## config.mk

```make
export PLATFORM = sky130hd
export DESIGN_NAME = uart_rx_deframer
export DESIGN_NICKNAME = d
export VERILOG_FILES = /design/src/rtl/uart_rx_deframer.sv
export SDC_FILE = /design/constraint.sdc
export NUM_CORES = 1
export LEC_CHECK = 0
export ABC_AREA = 1
export BUFFER_PORTS_ARGS = -buffer_cell sky130_fd_sc_hd__buf_2
export CORE_MARGIN = 3
export CORE_UTILIZATION = 51
export CTS_CLUSTER_SIZE = 14
export DETAILED_ROUTE_END_ITERATION = 6
export HOLD_SLACK_MARGIN = 0.02
export PLACE_DENSITY = 0.8
export SLEW_MARGIN = 10
export SYNTH_ARGS = -nofsm -noshare
export SYNTH_HDL_FRONTEND = slang
export SYNTH_SLANG_ARGS = --single-unit
```

## constraint.sdc

```tcl
create_clock -name clock -period 1.8 [get_ports clock]
set_clock_uncertainty 0.15 [all_clocks]
set_input_delay 0.36 -clock clock [delete_from_list [all_inputs] [get_ports clock]]
set_output_delay 0.36 -clock clock [all_outputs]
set_load 0.02 [all_outputs]
```

## src/rtl/uart_rx_deframer.sv

```systemverilog
// uart_rx_deframer: UART receive deframer with 3-sample majority vote at mid-bit and a valid/ready output register.
// Optional parity bit is enabled by defining UART_RX_PARITY_EN.
module uart_rx_deframer #(
    parameter int DATA_BITS    = 8,
    parameter int OVERSAMPLING = 8,
    parameter int PARITY_ODD   = 0
) (
    input  logic                 clock,
    input  logic                 nreset,
    input  logic                 sample_tick,
    input  logic                 rx,
    output logic [DATA_BITS-1:0] rx_data,
    output logic                 rx_valid,
    input  logic                 rx_ready,
    output logic                 busy,
    output logic                 frame_err,
    output logic                 overrun,
    output logic                 parity_err
);
    localparam int CW = $clog2(OVERSAMPLING);
    localparam int IW = $clog2(DATA_BITS + 1);
    localparam logic [CW-1:0] HALF = CW'(OVERSAMPLING / 2 - 1);
    localparam logic [CW-1:0] LAST = CW'(OVERSAMPLING - 1);
    localparam logic [IW-1:0] IDX_LAST = IW'(DATA_BITS - 1);

    typedef enum logic [2:0] {
        IDLE,
        START,
        DATA,
`ifdef UART_RX_PARITY_EN
        PARITY,
`endif
        STOP,
        BRK
    } state_t;

`ifdef UART_RX_PARITY_EN
    localparam state_t POST_DATA = PARITY;
`else
    localparam state_t POST_DATA = STOP;
`endif

    state_t state, state_n;
    logic [1:0] sync;
    logic [2:0] hist;
    logic [CW-1:0] cnt;
    logic [IW-1:0] idx;
    logic [DATA_BITS-1:0] shreg;
    logic rx_s, bit_val, at_mid, done_ok, done_bad, load;

    assign rx_s = sync[1];
    assign bit_val = (hist[0] & hist[1]) | (hist[0] & hist[2]) | (hist[1] & hist[2]);

    // state register
    always_ff @(posedge clock) state <= nreset ? state_n : IDLE;

    // next state: every transition waits for a sample tick
    always_comb begin
        state_n = state;
        if (sample_tick)
            case (state)
                IDLE:    state_n = rx_s ? IDLE : START;
                START:   state_n = (cnt != HALF) ? START : (bit_val ? IDLE : DATA);
                DATA:    state_n = (cnt == LAST && idx == IDX_LAST) ? POST_DATA : DATA;
`ifdef UART_RX_PARITY_EN
                PARITY:  state_n = (cnt == LAST) ? STOP : PARITY;
`endif
                STOP:    state_n = (cnt != LAST) ? STOP : (bit_val ? IDLE : BRK);
                BRK:     state_n = rx_s ? IDLE : BRK;
                default: state_n = IDLE;
            endcase
    end

    // outputs and stop-bit outcome decoded from the current state
    always_comb begin
        busy = state != IDLE;
        at_mid = sample_tick && cnt == LAST;
        done_ok = at_mid && state == STOP && bit_val;
        done_bad = at_mid && state == STOP && !bit_val;
        load = done_ok && (!rx_valid || rx_ready);
    end

    // synchroniser, sample history, bit counters and deserialiser
    always_ff @(posedge clock) begin
        if (!nreset) begin
            sync <= 2'b11;
            hist <= 3'b111;
            cnt <= '0;
            idx <= '0;
            shreg <= '0;
        end else begin
            sync <= {sync[0], rx};
            if (sample_tick) begin
                hist <= {hist[1:0], rx_s};
                cnt <= (state_n != state || cnt == LAST || state == IDLE || state == BRK) ? '0 : cnt + 1'b1;
                idx <= (state != DATA) ? '0 : (cnt == LAST) ? idx + 1'b1 : idx;
                if (state == DATA && cnt == LAST)
                    shreg <= {bit_val, shreg[DATA_BITS-1:1]};
            end
        end
    end

`ifdef UART_RX_PARITY_EN
    logic par_bad, pe_q;

    // latch parity check result at the parity bit centre
    always_ff @(posedge clock) begin
        if (!nreset)
            par_bad <= 1'b0;
        else if (sample_tick && state == PARITY && cnt == LAST)
            par_bad <= bit_val != (^shreg ^ (PARITY_ODD != 0));
    end

    // parity error pulses alongside the delivered word
    always_ff @(posedge clock) pe_q <= nreset && load && par_bad;

    assign parity_err = pe_q;
`else
    logic unused_cfg;

    assign unused_cfg = PARITY_ODD != 0;
    assign parity_err = 1'b0;
`endif

    // output register with valid/ready handshake and error pulses
    always_ff @(posedge clock) begin
        if (!nreset) begin
            rx_data <= '0;
            rx_valid <= 1'b0;
            frame_err <= 1'b0;
            overrun <= 1'b0;
        end else begin
            frame_err <= done_bad;
            overrun <= done_ok && rx_valid && !rx_ready;
            if (load) begin
                rx_data <= shreg;
                rx_valid <= 1'b1;
            end else if (rx_ready) begin
                rx_valid <= 1'b0;
            end
        end
    end
endmodule

```

Word level (Yosys, flattened, before mapping)

Index checks and enable logic that the tools add are counted.

Add/sub/neg operators: 2
Equal/unequal tests: 10
Mux-type cells: 14
Bitwise operators: 5
Reduce and logical (&&, ||, !) cells: 22

Operator list:

| cell                  | number |
|---|---|
| $mux W3               | 5 |
| $pmux W3 S5           | 1 |
| $logic_and A1 B1 Y1   | 9 |
| $mux W4               | 2 |
| $eq A3 B2 Y1 const B  | 2 |
| $eq A3 B3 Y1 const B  | 2 |
| $ne A3 B2 Y1 const B  | 2 |
| $add A4 B1 Y4 const B | 1 |
| $eq A4 B3 Y1 const B  | 1 |
| $logic_or A1 B1 Y1    | 4 |
| $mux W1               | 4 |
| $mux W2               | 2 |
| $reduce_and A2 Y1     | 2 |
| $reduce_bool A2 Y1    | 2 |
| $add A3 B1 Y3 const B | 1 |
| $and A1 B1 Y1         | 3 |
| $eq A3 B1 Y1 const B  | 1 |
| $logic_not A1 Y1      | 3 |
| $logic_not A3 Y1      | 1 |
| $ne A3 B3 Y1          | 1 |
| $ne A3 B3 Y1 const B  | 1 |
| $reduce_bool A3 Y1    | 1 |
| $or A1 B1 Y1          | 2 |

Flip-flop bits (word level): 34
Input port bits: 5
Output and inout port bits: 13
Logic and storage cells: 63

Logic depth before layout (Yosys ltp)

Depth after elaboration: 12
Gate-level depth with buffers: 13
Mapped depth without buffers: 13

Least setup slack after synthesis

OpenSTA, ideal clock, no wires.

Kind: reg2reg
From: register cnt[0]
To: register cnt[1]
Library setup time: 0.131 ns
Data arrival time: 1.455 ns
Data required time: 1.519 ns
Slack: 0.065 ns
Cell stages (with the launch flop): 14
Path buffers: 0
Period minus slack after synthesis: 1.735 ns
Cell sequence: dfxtp_1 ha_1 ha_1 inv_1 nor2_1 nand2_1 nor2_1 nor2_4 nand2_1 nand2_1 nor2_1 nor2_2 nand3_1 a21oi_2

Word-level cells in the longest chain between the ends: 10
Elaborated cells between the ends (all ways): 15
Those cells by class: 1 x add/sub; 4 x eq/ne; 6 x mux; 4 x reduce/logical

RTL lines:

| item                             | line   | source |
|---|---|---|
| start: declaration               | 46     | `logic [CW-1:0] cnt;` |
| start signal: assignment         | 95     | `cnt <= (state_n != state \|\| cnt == LAST \|\| state == IDLE \|\| state == BRK) ? '0 : cnt + 1'b1;` |
| $eq A3 B3 Y1                     | 64, 95 |  |
| $logic_and A1 B1 Y1              | 64     | `DATA: state_n = (cnt == LAST && idx == IDX_LAST) ? POST_DATA : DATA;` |
| $mux W1                          | 64     |  |
| $pmux W3 S5                      | 61     | `case (state)` |
| $mux W3                          | 60     | `if (sample_tick)` |
| $ne A3 B3 Y1                     | 95     |  |
| $logic_or A1 B1 Y1 (3 in series) | 95     |  |
| $mux W3 (*)                      | 95     |  |

Mark *: on every way between the ends. The rest lies on a longest branch, timed or not.
A chain may end at the register's enable or synchronous reset.

Worst setup path after layout

From: register cnt[1]
To: register cnt[1]

The elaborated chain is that of the path after synthesis.

==> metrics.txt <==
core area 0.00281 mm2; Area growth syn-to-layout 28.2%; crit-path cells ha_4 -> ha_4 -> inv_2 -> buf_4 -> nand2_2 -> nand2_2 -> inv_2 -> nand2_2 -> nand2_2 -> nor2_4 -> nor2_4 -> nand3_2 -> a21oi_2; commonest non-fill, non-tap cell in the layout dfxtp_1; unrepaired setup endpoints after global routing yes; num ports 18; Final Net Count 243; Max Root-Sink Buffers 2; Crit path max-delay family simple AND/OR/NAND/NOR gates; Clk Tree Root Cell clkbuf_4; layout cell share with drive strength beyond 1 36.2%; Final Hold Viols 0; Worst Reg-to-Reg Cells 13; Mapped Nets 215; worst r2r dst cnt[1]; largest net degree at the start of global routing 15; global route total overflow 0; TritonCTS Sinks 34; WL met3 158 um; Die Span Y 60.7 um; status complete, no violations; first-pass GRT wire length 5.04 mm; Reg clk slew, reported paths 0.11 ns; PortBufs 16; reg2reg start cnt[1]; Ant. Diodes 0; Reg2Reg Setup Slack 0.05 ns; vias in the first global route 1,130; M1 WL 1.50 mm; Mean Syn Cell Area 7.40 um2; DIE WIDTH 60.7 um; P_leak 0.866 nW; worst vdd ir 0.000498 V; crit path launch type flop; critical path endpoint category flop; wire length on met2 1.54 mm; PwrDens 819 mW/mm2; DR DRC count 0; DR iter-0 viols 47; Worst Path Required 1.92 ns; setup tns final 0 ns; Hold EP sync[0]; setup ws final 0.0533 ns; worst hold start rx; slowest stage delay, CP 0.37 ns; buffers and inverters on the worst path 3; post-synthesis sequential area ratio 44.7%; main flop type after synthesis dfxtp_1; Critical Path Fanout Max 3; clk_lat worst skew 0.35 ns; asr flop ratio synth 0%; Mapped Area 0.00152 mm2; Finished Layout Cells 266; Syn Inst Count 206; most frequent cells in the layout 31 x dfxtp_1, 29 x nand2_1, 22 x nor2_1; RePlAce Congestion 0.899; register bit count reported by yosys 34; pre-CTS setup slack -0.0380 ns; FP Rows 19; die area 0.00368 mm2; most frequent CP cell nand2_2; EDFF count, synth 0; kind of critical path reg -> reg; placed cells 255; YS warnings 0; Slew Viols, Final 0; Global Route Usage Sum 18.4%; Routed WL per cell 12.2 um; Worst Hold Class in -> reg; crit path time final 1.75 ns; CTS tree yes; max-cap violations 0; Worst Path Arrival 1.87 ns; Via density 5.32; WL final 3.25 mm; post-synth cell types 27; total power 1.60 mW; worst hold path depth 2; dpl hpwl 2.13 mm; Post-CTS Hold Buffers 0; CP max stage cell dfxtp_2; highest layer used for signal routing met4; endpoints failing setup 0; DRT Pass-1 Iters 4; Antenna Nets Post-Route 0; Max Freq 572 MHz; initial antenna violation count 0; vias 1,414; Initial Utilization 54.3%; CTS Buf Count 5; htree depth 2; Tcrit/Tclk final 97.0%
==> worst max path at each step <==
stage | from | endpoint | cells after the start
2_1_floorplan | cnt[0] | cnt[1] | 13
3_3_place_gp | cnt[1] | cnt[2] | 13
3_5_place_dp | cnt[0] | cnt[1] | 13
4_1_cts | cnt[0] | cnt[1] | 13
5_1_grt | cnt[1] | cnt[1] | 13
6_report | cnt[1] | cnt[1] | 13
==> layer usage <==
metal,up-vias,track usage (%)
met2,30,27.5
met4,0,7.43
met1,655,24.7
met3,7,5.74
met5,-,0
li1,722,-
==> cells in the mapped netlist (all sizes together) (2+ instances only) <==
library cell	n	share of area, %
nand4	3	1.6
dfxtp	34	45
nor3	2	0.66
a21oi	21	7.4
nor2	33	10
or2	2	0.82
ha	4	3.3
nand2	39	9.9
o21ai	16	5.3
clkbuf	4	0.98
inv	23	5.7
buf	4	1.8
nand3	17	5.9
==> kinds of logic after synthesis <==
group	share of synthesized area, %
AND/OR/NAND/NOR	29.1
XOR/XNOR	0.575
AO/OA/AOI/OAI	13.7
adder cells (fa/ha/maj)	3.28
buffers and inverters	8.46
other	0.246
flip-flops	44.7
==> sequential cells by signal, indices dropped and copies added, names as in the netlist <==
signal	cells
hist	3
sync	2
cnt	3
shreg	8
frame_err	1
idx	4
rx_valid	1
overrun	1
rx_data	8
state	3
==> through the flow <==
stage	utilization [%]	cell area, um2	hold slack [ns]
floorplan	-	1520	0.243
CTS	65.3	1830	0.0508
detailed placement	60.2	1690	0.275
finish	69.7	1950	0.0518
global placement	60.2	1690	0.283
global route	69.7	1950	0.0421
==> what timing repair did <==
action,4_1_cts,5_1_grt
hold endpoints to repair,0,0
setup buffers,1,2
gates resized for setup,8,30
setup endpoints to repair,3,11
pin swaps,4,21
==> area by class of cell <==
class | count | area [um2]
inverter | 23 | 86.3
clock buffer | 5 | 37.5
tap | 31 | 38.8
clock inverter | 3 | 68.8
timing repair buffer | 29 | 198
fill | 235 | 851
sequential | 34 | 684
multi-input combinational | 141 | 841
==> power by group <==
part           switching, mW  internal [mW]  total (mW)
combinational         0.0722         0.0432       0.115
sequential            0.0127          0.764       0.776
clock                  0.275          0.434       0.709
total                  0.360           1.24        1.60
(Power assumes the default switching activity.)
